**config.mk**
```make
export PLATFORM = sky130hd
export DESIGN_NAME = seviye_hesaplayici
export DESIGN_NICKNAME = d
export VERILOG_FILES = /design/src/rtl/seviye_pkg.sv /design/src/rtl/seviye_adim.sv /design/src/rtl/seviye_hesaplayici.sv
export SDC_FILE = /design/constraint.sdc
export NUM_CORES = 1
export LEC_CHECK = 0
export ABC_AREA = 1
export CORE_MARGIN = 1.5
export CORE_UTILIZATION = 56
export CTS_BUF_LIST = sky130_fd_sc_hd__clkbuf_4 sky130_fd_sc_hd__clkbuf_8
export DETAILED_ROUTE_END_ITERATION = 6
export DONT_BUFFER_PORTS = 1
export PLACE_DENSITY = 0.71
export SKIP_CTS_REPAIR_TIMING = 1
export SYNTH_ARGS = -nofsm -noshare
export SYNTH_HDL_FRONTEND = slang
export SYNTH_SLANG_ARGS = --single-unit
```
**constraint.sdc**
```tcl
create_clock -name clk -period 2.4 [get_ports clk]
set_input_delay 0.6 -clock clk [delete_from_list [all_inputs] [get_ports clk]]
set_output_delay 0.6 -clock clk [all_outputs]
set_load 0.02 [all_outputs]
```
**src/rtl/seviye_pkg.sv**
```systemverilog
// Shared definitions for the node-level calculator: FSM state codes and a
// width helper usable in parameter expressions.
package seviye_pkg;

    localparam logic [1:0] BOS   = 2'd0;
    localparam logic [1:0] HESAP = 2'd1;
    localparam logic [1:0] SONUC = 2'd2;

    function automatic int clog2(input int n);
        int r;
        r = 0;
        while ((1 << r) < n) r++;
        return r;
    endfunction

endpackage

```
**src/rtl/seviye_adim.sv**
```systemverilog
// One iteration of the level search: halve v, bump the level counter, and
// flag completion once v has no bits above the LSB.
module seviye_adim #(
    parameter int W  = 8,
    parameter int LW = 4
) (
    input  logic [W:0]    v,
    input  logic [LW-1:0] cnt,
    output logic [W:0]    v_sonraki,
    output logic [LW-1:0] cnt_sonraki,
    output logic          bitti
);

    always_comb begin
        v_sonraki   = v >> 1;
        cnt_sonraki = cnt + LW'(1);
        bitti       = (v[W:1] == '0);
    end

endmodule

```
**src/rtl/seviye_hesaplayici.sv**
```systemverilog
// Sequential heap-tree node level calculator: level = floor(log2(idx+1)),
// position within the level, with a saturating level output and handshakes.
module seviye_hesaplayici
    import seviye_pkg::*;
#(
    parameter  int W          = 8,
    parameter  int MAX_SEVIYE = W,
    localparam int LW         = clog2(W + 1)
) (
    input  logic          clk,
    input  logic          rst,
    input  logic [W-1:0]  dugum,
    input  logic          dugum_gecerli,
    output logic          hazir,
    output logic [LW-1:0] dugumun_seviyesi,
    output logic [W-1:0]  sira,
    output logic          tasma,
    output logic          sonuc_gecerli,
    input  logic          sonuc_hazir
);

    localparam logic [LW-1:0] MAX_L = LW'(MAX_SEVIYE);

    logic [1:0]    durum;
    logic [W-1:0]  idx;
    logic [W:0]    v;
    logic [LW-1:0] cnt;
    logic [W:0]    v_sonraki;
    logic [LW-1:0] cnt_sonraki;
    logic          bitti;
    logic [W:0]    taban;

    seviye_adim #(
        .W  (W),
        .LW (LW)
    ) u_adim (
        .v           (v),
        .cnt         (cnt),
        .v_sonraki   (v_sonraki),
        .cnt_sonraki (cnt_sonraki),
        .bitti       (bitti)
    );

    // First index of level cnt is 2^cnt - 1; W+1 bits so cnt == W still fits.
    always_comb begin
        taban = ((W + 1)'(1) << cnt) - (W + 1)'(1);
    end

    assign hazir = (durum == BOS);

    always_ff @(posedge clk or posedge rst) begin
        if (rst) begin
            durum            <= BOS;
            idx              <= '0;
            v                <= '0;
            cnt              <= '0;
            dugumun_seviyesi <= '0;
            sira             <= '0;
            tasma            <= 1'b0;
            sonuc_gecerli    <= 1'b0;
        end else begin
            case (durum)
                BOS: begin
                    if (dugum_gecerli) begin
                        idx   <= dugum;
                        v     <= {1'b0, dugum} + (W + 1)'(1);
                        cnt   <= '0;
                        durum <= HESAP;
                    end
                end
                HESAP: begin
                    if (bitti) begin
                        dugumun_seviyesi <= (cnt > MAX_L) ? MAX_L : cnt;
                        tasma            <= (cnt > MAX_L);
                        sira             <= idx - taban[W-1:0];
                        sonuc_gecerli    <= 1'b1;
                        durum            <= SONUC;
                    end else begin
                        v   <= v_sonraki;
                        cnt <= cnt_sonraki;
                    end
                end
                SONUC: begin
                    if (sonuc_hazir) begin
                        sonuc_gecerli <= 1'b0;
                        durum         <= BOS;
                    end
                end
                default: durum <= BOS;
            endcase
        end
    end

endmodule
```
# --- Yosys cells after proc, flatten, opt, wreduce, memory -nomap -nowiden ---
# Index checks and enable logic that the tools add are counted.
totals:
  output_inout_bits: 15
  wordCells: 43
  input_bits: 12
  reg_bits: 37
classes:
  n_addsub: 4
  n_lt_le_gt_ge: 1
  eq_ne: 6
  n_shift: 1
  n_reduce_logical: 9
  n_mux: 14
ops:
  columns: ["operator", "count"]
  rows:
  - ["$mux W9", 2]
  - ["$pmux W9 S2", 1]
  - ["$mux W4", 3]
  - ["$add A8 B1 Y9 const B", 1]
  - ["$reduce_and A3 Y1", 3]
  - ["$logic_not A8 Y1", 1]
  - ["$ne A2 B2 Y1 const B", 4]
  - ["$pmux W4 S2", 1]
  - ["$shl A1 B4 Y8 const A", 1]
  - ["$sub A8 B2 Y8 const B", 1]
  - ["$sub A8 B8 Y8", 1]
  - ["$mux W2", 3]
  - ["$pmux W2 S3", 1]
  - ["$add A4 B1 Y4 const B", 1]
  - ["$gt A4 B4 Y1 const B", 1]
  - ["$reduce_and A2 Y1", 2]
  - ["$reduce_bool A2 Y1", 2]
  - ["$eq A2 B1 Y1 const B", 1]
  - ["$eq A2 B2 Y1 const B", 1]
  - ["$logic_not A2 Y1", 1]
  - ["$mux W1", 2]
  - ["$pmux W1 S2", 1]

# --- Logic depth before layout (Yosys ltp) ---
# Gate-level depths: netlist of run 1.
logic_depth:
  word_depth: 3
  mapped_depth: 15
  ltp_nobuf: 15

# --- Hierarchy ---
# From an unflattened synthesis of run 1, not the netlist that was laid out.
hier_totals:
  hier_cells: 299
  area_unflattened_um2: 2244.7
by_module_without_submodules:
  columns: ["module", "n_inst", "area_per_inst_um2", "cells_per_inst"]
  rows:
  - ["seviye_hesaplayici", 1, 2099.5, 274]
  - ["seviye_adim", 1, 145.1, 25]

# --- Worst setup path after synthesis of run 1 ---
# Ideal clock, no wire load.
synth_timing:
  kind: "flip-flop to flip-flop"
  start: "register cnt[1]"
  end: "register sira[5]"
  arrival_ns: 2.025
  period_less_slack_ns: 2.153
  required_ns: 2.273
  stages_incl_launch_ff: 14
  setup_slack_ns: 0.247
  setup_time_ns: 0.127
  cell_sequence: "dfrtp_1 > inv_1 > ha_1 > nand2_1 > nor2_1 > ha_1 > inv_1 > ha_1 > fa_1 > nand2_1 > nand2_1 > nand2_1 > xor2_1 > o21ai_0"
synth_via:
  elab_chain_len: 3
synth_rtl:
  columns: ["item", "line", "text"]
  rows:
  - ["start, declared", "seviye_hesaplayici.sv:27", "logic [LW-1:0] cnt;"]
  - ["start signal, assigned", "seviye_hesaplayici.sv:80", "cnt <= cnt_sonraki;"]
  - ["$shl A1 B4 Y8", "seviye_hesaplayici.sv:46", "taban = ((W + 1)'(1) << cnt) - (W + 1)'(1);"]
  - ["$sub A8 B2 Y8", "seviye_hesaplayici.sv:46", null]
  - ["$sub A8 B8 Y8", "seviye_hesaplayici.sv:75", "sira <= idx - taban[W-1:0];"]
  - ["end signal, assigned", "seviye_hesaplayici.sv:75", null]
  - ["end, declared", "seviye_hesaplayici.sv:16", "output logic [W-1:0] sira,"]
# Every way passes these cells.
# A chain may end at the register's enable or synchronous reset.

# --- Worst setup path in the final report of run 1 ---
layout_timing:
  start: "register cnt[0]"
  end: "register sira[5]"
# Same word-level chain as after synthesis.

==> results of run 1 <==
-- power by group through the flow --
stage | clock network, uW | logic, uW | registers, uW
2_1_floorplan | 0 | 1490 | 1140
3_3_place_gp | 0 | 1760 | 1180
3_5_place_dp | 0 | 1790 | 1190
4_1_cts | 537 | 1800 | 1180
5_1_grt | 563 | 2180 | 1200
6_report | 532 | 1860 | 1170
-- cell families (layout without fill, tap and decap cells) --
kind of cell,count (synthesis),in the layout
compound gates,27,27
xor+xnor,4,4
fa+ha+maj,21,21
buf+inv,38,45
flops,36,36
simple gates,161,161
-- through the flow --
stage                     utilization [%]  worst slack (ns)  total power, uW
after CTS                            63.6             0.116             3520
final                                64.2             0.198             3570
after global routing                 64.2            0.0288             3950
after detailed placement             60.6             0.138             2980
after floorplan                         -             0.247             2620
after global placement               60.6             0.179             2930
-- worst max-delay path: cells and delay by family (launching register included) --
kind / cells / cell delay (ns)
adders and majority gates: 4 / 1.09
DFF: 1 / 0.41
and+or+nand+nor: 5 / 0.32
xor gates and xnor gates: 1 / 0.13
AOI/OAI and AO/OA: 1 / 0.08
buffers and inverters: 1 / 0.04
-- flip-flops by register name (all words and copies together) (netlist names) --
name / count
sira: 8
durum: 2
tasma: 1
cnt: 4
dugumun_seviyesi: 4
v: 8
idx: 8
sonuc_gecerli: 1
-- cells in the final DEF (no fill, tap or decap), types with 5 or more instances in the layout --
master / netlist / final
clkbuf_8: 0 / 5
nand2_1: 111 / 111
inv_1: 30 / 30
o21ai_0: 21 / 21
nand3_1: 24 / 24
nor2_1: 18 / 18
dfrtp_1: 36 / 36
ha_1: 20 / 19
buf_4: 0 / 5
-- layout make-up --
type / count / area (sq um)
Fill cell: 325 / 1320
Multi-Input combinational cell: 213 / 1140
Sequential cell: 36 / 901
Inverter: 32 / 120
Clock buffer: 6 / 76.3
Tap cell: 48 / 60.1
Timing Repair Buffer: 5 / 37.5
Clock inverter: 2 / 35.0
-- final timing paths --
path	start	to	slack (ns)	depth (start not counted)
worst max-delay path	cnt[0]	sira[5]	0.20	12
worst min-delay path	rst	dugumun_seviyesi[3]	0.29	2
worst max register to register	cnt[0]	sira[5]	0.20	12
worst min register to register	v[1]	v[1]	0.49	2
max in group asynchronous	rst	idx[7]	1.78	2
min in group clk	sonuc_hazir	durum[1]	0.43	1
-- routing by layer --
metal | vias to the layer above | GRT usage (%) | share of wire (%)
met1 | 796 | 27.7 | 48
met4 | 0 | 7.03 | 1.4
met5 | - | 0 | 0
li1 | 911 | - | -
met3 | 6 | 5.82 | 3.3
met2 | 30 | 34.9 | 47
==> impl_metrics.csv, run 1 <==
group,metric,value,unit
run_status,outcome,"complete, no violations",
drt,drt_iter0_drc,125,
drt,routedWlPerCell,12.1,um
placement,portBuffers,0,
clock_tree,root_buffer,"clkbuf_8",
grt,grt_usage,21.5,%
logic_synthesis,yosys_warnings,0,
placement,postPlaceCellArea,0.00223,sq mm
timing,final.setup.tns,0,ns
power,peakVddDrop,0.620,mV
power,p_seq_share,32.9,%
placement,dpl.cell_count,333,
logic_synthesis,synth_xor_area_share,1.61,%
worst_setup_path,cp_common_cell,"nand2_1",
worst_setup_path,path_cells,"ha_1, nand2_1, nor2_1, ha_1, inv_1, ha_1, fa_2, nand2_1, nand2_1, nand2_1, xor2_1, o21ai_0",
timing,period_needed,2.20,ns
logic_synthesis,synth_fp_nets,320,
worst_setup_path,slowest_delay,0.41,ns
timing,drv_slew,0,
floorplan,floorplan.initialDensity,59.1,%
flow_run,drv_cap,0,
floorplan,dieArea,0.00428,sq mm
logic_synthesis,synth_compound_area_share,6.83,%
floorplan,num_io_pins,27,
final_layout,drive_gt1_share,7.82,%
logic_synthesis,yosysMostFrequentCell,"nand2_1",
timing,setup_viol,0,
power,powerDensity,1510,mW/mm^2
logic_synthesis,synth-edff-count,0,
clock_tree,tritoncts,"built",
logic_synthesis,avgSynthCellArea,7.60,sq um
clock_tree,cts-buffers-inserted,5,
logic_synthesis,ys_ff_latch,36,
drt,wirelength,4140,um
logic_synthesis,synthAdderAreaFrac,12.4,%
logic_synthesis,netlist.area_leader.share,41.3,%
logic_synthesis,syn_inst,287,
clock_tree,clkTransAtPathRegs,0.07,ns
power,comb_power_share,52.2,%
timing,fmax,0.454,GHz
worst_setup_path,start_kind,"register",
worst_setup_path,cp-end-kind,"register",
drt,ant_nets,0,
worst_setup_path,critical_path_class,"reg2reg",
final_layout,antenna_cells,0,
grt,antenna_found_initial,0,
grt,grt_pass1_vias,1562,
timing,rsz0062_at_grt,"no",
hold_path,worst_hold_path_type,"in2async",
placement,gp_congestion,0.905,
timing,relSlewSlack,65.0,%
floorplan,num_rows,22,
final_layout,stdcell_area,0.00237,sq mm
power,clkPwrFrac,14.9,%
drt,vias,1743,
floorplan,die_x,65.4,um
drt,dr.pass1.iters,4,
worst_setup_path,cp_max_fo,4,
clock_tree,htreeDepth,2,
logic_synthesis,yosys.area.top_type,"dfrtp_1",
logic_synthesis,muxShareOfSynthArea,0,%
floorplan,core,0.00369,sq mm
grt,grt_pass1_wl,6960,um
clock_tree,insertion_delay,0.28,ns
logic_synthesis,syn-cell-area,0.00218,sq mm
power,switching_share,46.1,%
final_layout,nets,326,
worst_setup_path,cp.arrival,2.36,ns
grt,gr-total-overflow,0,
timing,fin_crit_sh,91.8,%
clock_tree,cts.path.max_buffers,2,
timing,fin_skew,0.00531,ns
power,p_int,1930,uW
timing,tightest_slew,0.522,ns
clock_tree,cts.sinks,36,
logic_synthesis,yosysSeqAreaShare,41.3,%
final_layout,area_growth,8.61,%
power,netSwitchingPower,1650,uW
drt,avgViaCountPerCell,5.10,
final_layout,fin_cells,342,
logic_synthesis,synth_top_family_by_area,"simple AND/OR/NAND/NOR gates",
drt,drc,0,
floorplan,die_y,65.4,um
logic_synthesis,synth_area_leaders,"dfrtp_1 (41%), nand2_1 (19%), ha_1 (11%)",
timing,hold_slack,0.292,ns
logic_synthesis,yosys.area_share.simple,30.7,%
logic_synthesis,synthArstFlopShare,100,%
logic_synthesis,yosys.cell_types.count,23,
worst_setup_path,crit_required,2.56,ns
power,p_leak,0.00127,uW
placement,hpwlAfterDp,3150,um
timing,hold_viol,0,
grt,grt_max_degree,37,
logic_synthesis,synth_flop_cell,"dfrtp_1",
logic_synthesis,ys_top_cells_by_count,"nand2_1 (111), dfrtp_1 (36), inv_1 (30)",
worst_setup_path,worst_path_max_delay_cell,"dfrtp_1",
No activity file was read; power rests on OpenSTA's default activity.
==> run 2, diff against run 1 <==
Settings changed: ABC_CLOCK_PERIOD_IN_PS set to 2400.
==> results of run 2 <==
No change in the layout: final DEF, timing and power equal those of run 1.
==> run 3, diff against run 2 <==
Settings changed: CORE_UTILIZATION 56 to 66, GPL_TIMING_DRIVEN set to 0, PLACE_DENSITY 0.71 to 0.82.
==> run 3 against run 2 <==
Effect of this change:
- critical path depth increased by 1
- final area decreased by 0.48%
- via count increased by 3.8%
- non-clock buffer count increased by 4
- cell count unchanged
- critical endpoint unchanged
==> impl_metrics.csv, run 3 (same netlist as run 1, synthesis figures left out) <==
group,metric,value,unit
final_layout,final_cell_mix,"nand2_1 (111), dfrtp_1 (35), inv_1 (29)",
grt,grt_usage,26.1,%
drt,ant_nets,0,
floorplan,dieArea,0.00366,sq mm
worst_setup_path,cp.arrival,2.49,ns
hold_path,worst_hold_path_type,"in2async",
clock_tree,root_buffer,"clkbuf_4",
placement,dp_slack,-0.0103,ns
run_status,outcome,"complete, no violations",
clock_tree,htreeDepth,2,
clock_tree,cts.path.max_buffers,2,
power,p_int,1870,uW
clock_tree,cts-buffers-inserted,5,
floorplan,core,0.00310,sq mm
power,comb_power_share,55.6,%
drt,avgViaCountPerCell,5.29,
power,p_leak,0.00126,uW
worst_setup_path,start_kind,"register",
timing,tightest_slew,0.721,ns
floorplan,die_x,60.5,um
final_layout,area_growth,8.09,%
clock_tree,clkTransAtPathRegs,0.11,ns
placement,hpwlAfterDp,3100,um
grt,grt_pass1_vias,1641,
final_layout,fin_cells,342,
final_layout,fill_cells,249,
timing,fmax,0.441,GHz
grt,antenna_found_initial,0,
clock_tree,insertion_delay,0.35,ns
timing,setup_viol,0,
timing,period_needed,2.27,ns
grt,grt_max_degree,37,
timing,fin_skew,0.0106,ns
power,peakVddDrop,0.741,mV
power,netSwitchingPower,1690,uW
grt,met3_usage,7.46,%
placement,dpl.cell_count,331,
drt,drt_iter0_drc,156,
floorplan,num_io_pins,27,
flow_run,drv_cap,0,
placement,gp_congestion,0.878,
power,powerDensity,1510,mW/mm^2
power,p_seq_share,32.6,%
drt,vias,1810,
grt,grt_util_met2,41.3,%
timing,final.setup.worst_slack,0.132,ns
final_layout,final_common_cell,"nand2_1",
timing,hold_slack,0.234,ns
final_layout,reg.largest.list,"idx (8), sira (8), v (8)",
timing,relSlewSlack,51.9,%
drt,routedWlPerCell,12.2,um
worst_setup_path,cp-end-kind,"register",
grt,grt.busiest_layer,"met2",
power,clkPwrFrac,11.9,%
drt,wirelength,4180,um
final_layout,antenna_cells,0,
clock_tree,tritoncts,"built",
grt,gr-total-overflow,0,
worst_setup_path,reg2reg_from,"cnt[1]",
power,switching_share,47.5,%
timing,drv_slew,0,
floorplan,num_rows,20,
floorplan,die_y,60.5,um
worst_setup_path,crit_start,"cnt[1]",
timing,fin_crit_sh,94.5,%
floorplan,floorplan.initialDensity,70.3,%
worst_setup_path,cp_max_fo,3,
final_layout,drive_gt1_share,10.1,%
final_layout,final_core_util,76.0,%
placement,portBuffers,0,
worst_setup_path,critical_path_class,"reg2reg",
final_layout,nets,330,
drt,drc,0,
worst_setup_path,crit_required,2.63,ns
grt,use_met1,34.1,%
clock_tree,cts.sinks,36,
timing,hold_viol,0,
drt,dr.pass1.iters,4,
grt,grt_pass1_wl,7010,um
==> run 3: area by class of cell <==
class                           count  area, sq um  area share [%]
Buffer                              6         36.3            1.54
Clock buffer                        5         37.5            1.59
Clock inverter                      3         42.5            1.80
Inverter                           32          120            5.10
Multi-Input combinational cell    213         1140            48.4
Sequential cell                    36          902            38.3
Tap cell                           44         55.1            2.34
Timing Repair Buffer                3         22.5           0.955
==> run 3: through the flow <==
| stage | total power (uW) | instance area [sq um] | setup TNS, ns |
|---|---|---|---|
| after floorplan | 2620 | 2180 | 0 |
| after detailed placement | 3010 | 2240 | -0.0103 |
| after CTS | 3460 | 2320 | -0.0955 |
| final | 3570 | 2360 | 0 |
| after global routing | 3910 | 2360 | -0.0108 |
| after global placement | 2960 | 2240 | 0 |
==> run 3: power by group through the flow <==
stage          registers, uW  clock network, uW  logic, uW
2_1_floorplan           1140                  0       1490
3_3_place_gp            1170                  0       1780
3_5_place_dp            1180                  0       1830
4_1_cts                 1170                429       1860
5_1_grt                 1200                461       2250
6_report                1160                423       1980
==> run 3: final timing paths <==
check / cells after the start / slack [ns] / to
min in group clk: 1 / 0.34 / durum[1]
max in group asynchronous: 1 / 1.67 / cnt[1]
min reg2reg: 2 / 0.49 / v[1]
min: 1 / 0.23 / sonuc_gecerli
max reg2reg: 13 / 0.13 / sira[5]
max: 13 / 0.13 / sira[5]
==> run 3: per-layer routing <==
| metal | routed length [um] | part of all wire, % | up-vias |
|---|---|---|---|
| li1 | - | - | 927 |
| met1 | 1960 | 47 | 813 |
| met2 | 1850 | 44 | 59 |
| met3 | 276 | 6.6 | 11 |
| met4 | 88 | 2.1 | 0 |
| met5 | 0 | 0 | - |
==> run 3: critical path, stage by stage (launching register included) <==
cell and delay, ns:
dfrtp_2 0.41, inv_1 0.07, ha_1 0.21, nand2_1 0.07, nor2_1 0.05, ha_1 0.28
inv_1 0.04, ha_2 0.19, fa_2 0.36, nand2_1 0.08, nand2_1 0.09, nand2_1 0.10
xor2_1 0.14, o21ai_0 0.08
